## src/rtl/irq_pkg.sv

```systemverilog
// Shared constants and helpers for the eight-source interrupt controller.
// Register offsets, source count and the HIGHEST summary bit live here.
package irq_pkg;

    localparam int NUM_IRQ           = 8;
    localparam int HIGHEST_VALID_BIT = 31;

    localparam logic [1:0] OFF_PENDING = 2'd0;
    localparam logic [1:0] OFF_ENABLE  = 2'd1;
    localparam logic [1:0] OFF_EDGE    = 2'd2;
    localparam logic [1:0] OFF_HIGHEST = 2'd3;

    typedef logic [NUM_IRQ-1:0] irq_vec_t;

    // Index of the lowest set bit; bit 0 has the highest priority.
    function automatic logic [2:0] lowest_index(input irq_vec_t vec);
        logic [2:0] idx;
        idx = 3'd0;
        for (int i = NUM_IRQ - 1; i >= 0; i--) begin
            if (vec[i]) begin
                idx = i[2:0];
            end else begin
                idx = idx;
            end
        end
        return idx;
    endfunction

endpackage

```

## src/rtl/irq_sync.sv

```systemverilog
// N-bit two-flop synchroniser with synchronous active-high reset.
// Used in front of the request lines when sources are asynchronous to clk.
module irq_sync #(
    parameter int WIDTH = 8
) (
    input  logic             clk,
    input  logic             rst,
    input  logic [WIDTH-1:0] d,
    output logic [WIDTH-1:0] q
);

    logic [WIDTH-1:0] meta_r;
    logic [WIDTH-1:0] sync_r;

    // Two-stage capture of the asynchronous request lines.
    always_ff @(posedge clk) begin
        if (rst) begin
            meta_r <= '0;
            sync_r <= '0;
        end else begin
            meta_r <= d;
            sync_r <= meta_r;
        end
    end

    assign q = sync_r;

endmodule

```

## src/rtl/irq_controller.sv

```systemverilog
// Memory-mapped interrupt controller: PENDING / ENABLE / EDGE / HIGHEST registers.
// Define IRQ_SYNC_EN to insert a two-flop synchroniser on iIrqSource.
module irq_controller
    import irq_pkg::*;
#(
    parameter logic [31:0] BASE_ADDR = 32'hFF20_0400
) (
    input  logic        iCLK,
    input  logic        iRST,
    input  logic [7:0]  iIrqSource,
    input  logic        iReadEnable,
    input  logic        iWriteEnable,
    input  logic [3:0]  iByteEnable,
    input  logic [31:0] iAddress,
    input  logic [31:0] iWriteData,
    output logic [31:0] oReadData,
    output logic [7:0]  oPendingInterrupt
);

    irq_vec_t    src_s;
    irq_vec_t    prev_r;
    irq_vec_t    pending_r;
    irq_vec_t    enable_r;
    irq_vec_t    edge_r;
    irq_vec_t    pending_nxt_s;
    irq_vec_t    rise_s;
    irq_vec_t    clr_s;
    irq_vec_t    active_s;
    logic        sel_s;
    logic        rd_s;
    logic        wr_s;
    logic [1:0]  offset_s;
    logic [31:0] highest_s;
    logic [31:0] rdata_s;
    logic        unused_s;

`ifdef IRQ_SYNC_EN
    irq_sync #(
        .WIDTH (NUM_IRQ)
    ) u_irq_sync (
        .clk (iCLK),
        .rst (iRST),
        .d   (iIrqSource),
        .q   (src_s)
    );
`else
    assign src_s = iIrqSource;
`endif

    assign sel_s    = (iAddress[31:4] == BASE_ADDR[31:4]);
    assign offset_s = iAddress[3:2];
    assign rd_s     = iReadEnable & sel_s;
    assign wr_s     = iWriteEnable & sel_s & iByteEnable[0];
    assign active_s = pending_r & enable_r;

    assign oPendingInterrupt = active_s;

    assign unused_s = ^{iAddress[1:0], iByteEnable[3:1], iWriteData[31:8]};

    // Edge detection and W1C; a new edge in the clear cycle keeps the bit set.
    always_comb begin
        rise_s = src_s & ~prev_r;
        if (wr_s && (offset_s == OFF_PENDING)) begin
            clr_s = iWriteData[NUM_IRQ-1:0];
        end else begin
            clr_s = '0;
        end
        pending_nxt_s = (edge_r & (rise_s | (pending_r & ~clr_s)))
                      | (~edge_r & src_s);
    end

    // HIGHEST summary word built from the masked pending vector.
    always_comb begin
        highest_s                    = 32'd0;
        highest_s[HIGHEST_VALID_BIT] = |active_s;
        highest_s[2:0]               = lowest_index(active_s);
    end

    // Read mux over the four register offsets.
    always_comb begin
        case (offset_s)
            OFF_PENDING: rdata_s = {24'd0, pending_r};
            OFF_ENABLE:  rdata_s = {24'd0, enable_r};
            OFF_EDGE:    rdata_s = {24'd0, edge_r};
            OFF_HIGHEST: rdata_s = highest_s;
            default:     rdata_s = 32'd0;
        endcase
    end

    // prev tracks the sampled source even in reset so held lines give no edge.
    always_ff @(posedge iCLK) begin
        prev_r <= src_s;
    end

    // Pending, configuration registers and registered read data.
    always_ff @(posedge iCLK) begin
        if (iRST) begin
            pending_r <= '0;
            enable_r  <= '0;
            edge_r    <= '1;
            oReadData <= 32'd0;
        end else begin
            pending_r <= pending_nxt_s;
            if (wr_s && (offset_s == OFF_ENABLE)) begin
                enable_r <= iWriteData[NUM_IRQ-1:0];
            end else begin
                enable_r <= enable_r;
            end
            if (wr_s && (offset_s == OFF_EDGE)) begin
                edge_r <= iWriteData[NUM_IRQ-1:0];
            end else begin
                edge_r <= edge_r;
            end
            if (rd_s) begin
                oReadData <= rdata_s;
            end else begin
                oReadData <= 32'd0;
            end
        end
    end

endmodule

```

## config.mk

```make
export PLATFORM = sky130hd
export DESIGN_NAME = irq_controller
export DESIGN_NICKNAME = d
export VERILOG_FILES = /design/src/rtl/irq_pkg.sv /design/src/rtl/irq_sync.sv /design/src/rtl/irq_controller.sv
export SDC_FILE = /design/constraint.sdc
export NUM_CORES = 1
export LEC_CHECK = 0
export BUFFER_PORTS_ARGS = -buffer_cell sky130_fd_sc_hd__buf_2
export CORE_AREA = 2 2 56 98
export CTS_CLUSTER_DIAMETER = 120
export DETAILED_ROUTE_END_ITERATION = 8
export DIE_AREA = 0 0 58 100
export PLACE_DENSITY = 0.78
export SETUP_SLACK_MARGIN = 0.2
export SLEW_MARGIN = 10
export SYNTH_ARGS = -nofsm -noshare
export SYNTH_HDL_FRONTEND = slang
export SYNTH_SLANG_ARGS = --single-unit
```

## constraint.sdc

```tcl
create_clock -name iCLK -period 2.23 [get_ports iCLK]
set_input_delay 0.223 -clock iCLK [delete_from_list [all_inputs] [get_ports iCLK]]
set_output_delay 0.223 -clock iCLK [all_outputs]
set_load 0.01 [all_outputs]
```

==> load_flow_metrics.sql <==
INSERT INTO impl_metrics (metric_group, metric, value, unit) VALUES
('clocking', 'clk_lat_worst_skew', '290', 'ps'),
('timing', 'timing.clock.skew', '2.81', 'ps'),
('synth', 'synthMostInstantiatedCell', 'sky130_fd_sc_hd__dfxtp_1', ''),
('floorplan', 'placeableCoreArea', '0.00508', 'mm²'),
('clocking', 'cts_root_cell', 'sky130_fd_sc_hd__clkbuf_8', ''),
('synth', 'top_cell_type_by_total_area_after_synthesis', 'sky130_fd_sc_hd__dfxtp_1', ''),
('timing', 'hold_violations', '0', ''),
('synth', 'post_synth_instance_area', '0.00214', 'mm²'),
('setup_path', 'critPathMaxFanout', '8', ''),
('power', 'power_per_cell_area', '550', 'mW/mm²'),
('layout', 'layout.filler_cells', '491', ''),
('placed_design', 'placedCellCount', '369', ''),
('synth', 'synth_enable_flop_cells', '0', ''),
('layout', 'nNetsFinal', '401', ''),
('setup_path', 'worst-r2r-setup-slack', '810', 'ps'),
('synth', 'synthCells', '253', ''),
('setup_path', 'timing.setup.critical_path_class', 'input pin to flop', ''),
('layout', 'layout.core_utilization', '0.497', ''),
('floorplan', 'fp.dieW', '58', 'µm'),
('floorplan', 'die_area', '0.00580', 'mm²'),
('setup_path', 'worst_endpoint_required_time', '2410', 'ps'),
('floorplan', 'count_of_standard_cell_rows', '35', ''),
('hold_path', 'hold_path_class', 'input pin to flop', ''),
('placed_design', 'hpwlAfterDp', '3840', 'µm'),
('placed_design', 'routabilityCongestion', '0.825', ''),
('clocking', 'clock_path_buffers', '2', ''),
('timing', 'fmax', '578', 'MHz'),
('timing', 'layout_min_cycle_time', '1730', 'ps'),
('clocking', 'cts_hold_repair.buffers', '0', ''),
('hold_path', 'worst_hold_path.endpoint', 'prev_r[0]', ''),
('setup_path', 'crit-reg2reg-launch', 'pending_r[6]', ''),
('detailed_routing', 'route.antenna.remaining_nets', '0', ''),
('synth', 'async_reset_ff_frac', '0', ''),
('clocking', 'clock-sinks', '41', ''),
('detailed_routing', 'post_detailed_route_drc_marker_count', '0', ''),
('setup_path', 'r2r_end', 'oReadData[0]', ''),
('timing', 'setup-tns-final', '0', 'ps'),
('grt', 'number_of_global_route_vias_before_repair', '1816', ''),
('floorplan', 'floorplan.initialDensity', '0.422', ''),
('layout', 'finish.cell_count_without_fillers', '377', ''),
('hold_path', 'holdPathStages', '1', ''),
('detailed_routing', 'totalWireLength', '4910', 'µm'),
('synth', 'synth.yosys.seq_area_share', '0.383', ''),
('timing', 'layout_worst_path_cycle_share', '0.776', ''),
('grt', 'total_track_usage', '0.181', ''),
('placed_design', 'dpl-instance-area', '0.00244', 'mm²'),
('power', 'power', '1.39', 'mW'),
('synth', 'number_of_distinct_library_cell_variants_in_the_gate_level_netlist_after_synthesis', '41', ''),
('grt', 'global_route.overflow_total', '0', ''),
('layout', 'layout.cell_area.non_filler', '0.00252', 'mm²'),
('floorplan', 'i_o_pin_count', '120', ''),
('layout', 'final_layout_size_suffix_gt1_frac', '0.264', ''),
('run_status', 'run_status', 'complete, no violations', ''),
('clocking', 'clock_tree.htree_level_count', '2', ''),
('setup_path', 'timing.reg2reg.worst_path_depth', '4', ''),
('layout', 'antenna-diode-count', '0', ''),
('detailed_routing', 'drtIter0Drc', '43', ''),
('synth', 'yosys-top-cells-count', 'sky130_fd_sc_hd__dfxtp_1 (41), sky130_fd_sc_hd__nand2_1 (37), sky130_fd_sc_hd__nor2_1 (28), sky130_fd_sc_hd__buf_4 (24), sky130_fd_sc_hd__mux2i_1 (21)', ''),
('floorplan', 'die_height', '100', 'µm'),
('clocking', 'cts_inserted_buffers', '5', ''),
('power', 'power.ir.vdd_worst', '0.000326', 'V'),
('detailed_routing', 'drtPass1Iterations', '4', ''),
('synth', 'synth_area_per_cell', '8.47', 'µm²'),
('synth', 'count_of_state_elements_after_synthesis', '41', ''),
('grt', 'wire_length_of_the_first_global_routing_pass', '8010', 'µm'),
('synth', 'ys.warnings.count', '0', ''),
('timing', 'unrepaired_setup_endpoints_after_global_routing', 'false', ''),
('power', 'leakage', '1.25', 'nW'),
('flow_run', 'maxCapViolations', '0', ''),
('detailed_routing', 'viasPerCell', '4.99', ''),
('synth', 'fraction_of_synthesized_cell_area_taken_by_the_top_area_cell_type', '0.383', '');
routing by layer:
| metal | track usage | share of wire |
|---|---|---|
| met3 | 0.0412 | 0.076 |
| met2 | 0.343 | 0.54 |
| met5 | 0 | 0 |
| met1 | 0.178 | 0.35 |
| met4 | 0.0823 | 0.029 |
stage by stage:
step / hold WS [ps] / setup slack [ps]
final: 44.2 / 500
after global routing: 28.8 / 386
after global placement: 340 / 196
after CTS: 40.4 / 457
after floorplan: 251 / 588
after detailed placement: 343 / 145
area by class of cell:
| cell class | instances | area (µm²) | area share |
|---|---|---|---|
| multi-input combinational | 195 | 1160 | 0.459 |
| sequential | 41 | 821 | 0.325 |
| timing repair buffer | 72 | 373 | 0.148 |
| clock buffer | 8 | 80.1 | 0.0317 |
| tap | 55 | 68.8 | 0.0273 |
| inverter | 6 | 22.5 | 0.00892 |
power by group:
part | switching (mW) | internal (mW) | total [mW]
sequential | 0.0120 | 0.750 | 0.762
clock | 0.239 | 0.222 | 0.462
combinational | 0.0896 | 0.0746 | 0.164
total | 0.341 | 1.05 | 1.39
sequential cells by signal, summed over array words and instances, names as in the netlist:
name / flops
oReadData: 9
edge_r: 8
enable_r: 8
pending_r: 8
prev_r: 8
worst max path at each step:
stage,endpoint,cells after the start,start,slack (ps)
after detailed placement,pending_r[1],5,iAddress[14],150
after floorplan,pending_r[0],5,iAddress[6],590
final,pending_r[1],5,iAddress[14],500
after global routing,oReadData[31],5,iAddress[14],390
after CTS,pending_r[1],5,iAddress[14],460
after global placement,pending_r[5],5,iAddress[14],200
critical path: stages:
cell and delay (ps):
sky130_fd_sc_hd__buf_2 110, sky130_fd_sc_hd__nor4b_2 330, sky130_fd_sc_hd__nand4_2 210, sky130_fd_sc_hd__or4_1 770, sky130_fd_sc_hd__o21a_1 260
logic make-up (layout without fill, tap and decap cells):
family	Yosys count	after routing	synth area share
flops	41	41	0.383
buf+inv	39	86	0.114
simple gates	115	115	0.291
mux	21	21	0.0981
compound gates	36	36	0.111
other cells	1	23	0.00175
cells in the final DEF, fill, tap and decap left out, types with 3 or more instances in the layout:
master / netlist / layout
sky130_fd_sc_hd__buf_2: 1 / 67
sky130_fd_sc_hd__dfxtp_1: 41 / 41
sky130_fd_sc_hd__nand2_1: 37 / 37
sky130_fd_sc_hd__nor2_1: 28 / 28
sky130_fd_sc_hd__conb_1: 1 / 23
sky130_fd_sc_hd__mux2i_1: 21 / 21
sky130_fd_sc_hd__nand2b_1: 18 / 18
sky130_fd_sc_hd__a21oi_1: 14 / 14
sky130_fd_sc_hd__o21a_1: 8 / 8
sky130_fd_sc_hd__and2_1: 7 / 7
sky130_fd_sc_hd__inv_1: 6 / 6
sky130_fd_sc_hd__clkbuf_8: 0 / 5
sky130_fd_sc_hd__buf_4: 24 / 5
sky130_fd_sc_hd__nand3_1: 3 / 3
sky130_fd_sc_hd__or4_1: 3 / 3
sky130_fd_sc_hd__clkbuf_1: 6 / 3
Note: power is estimated with default switching activity, not from simulation.
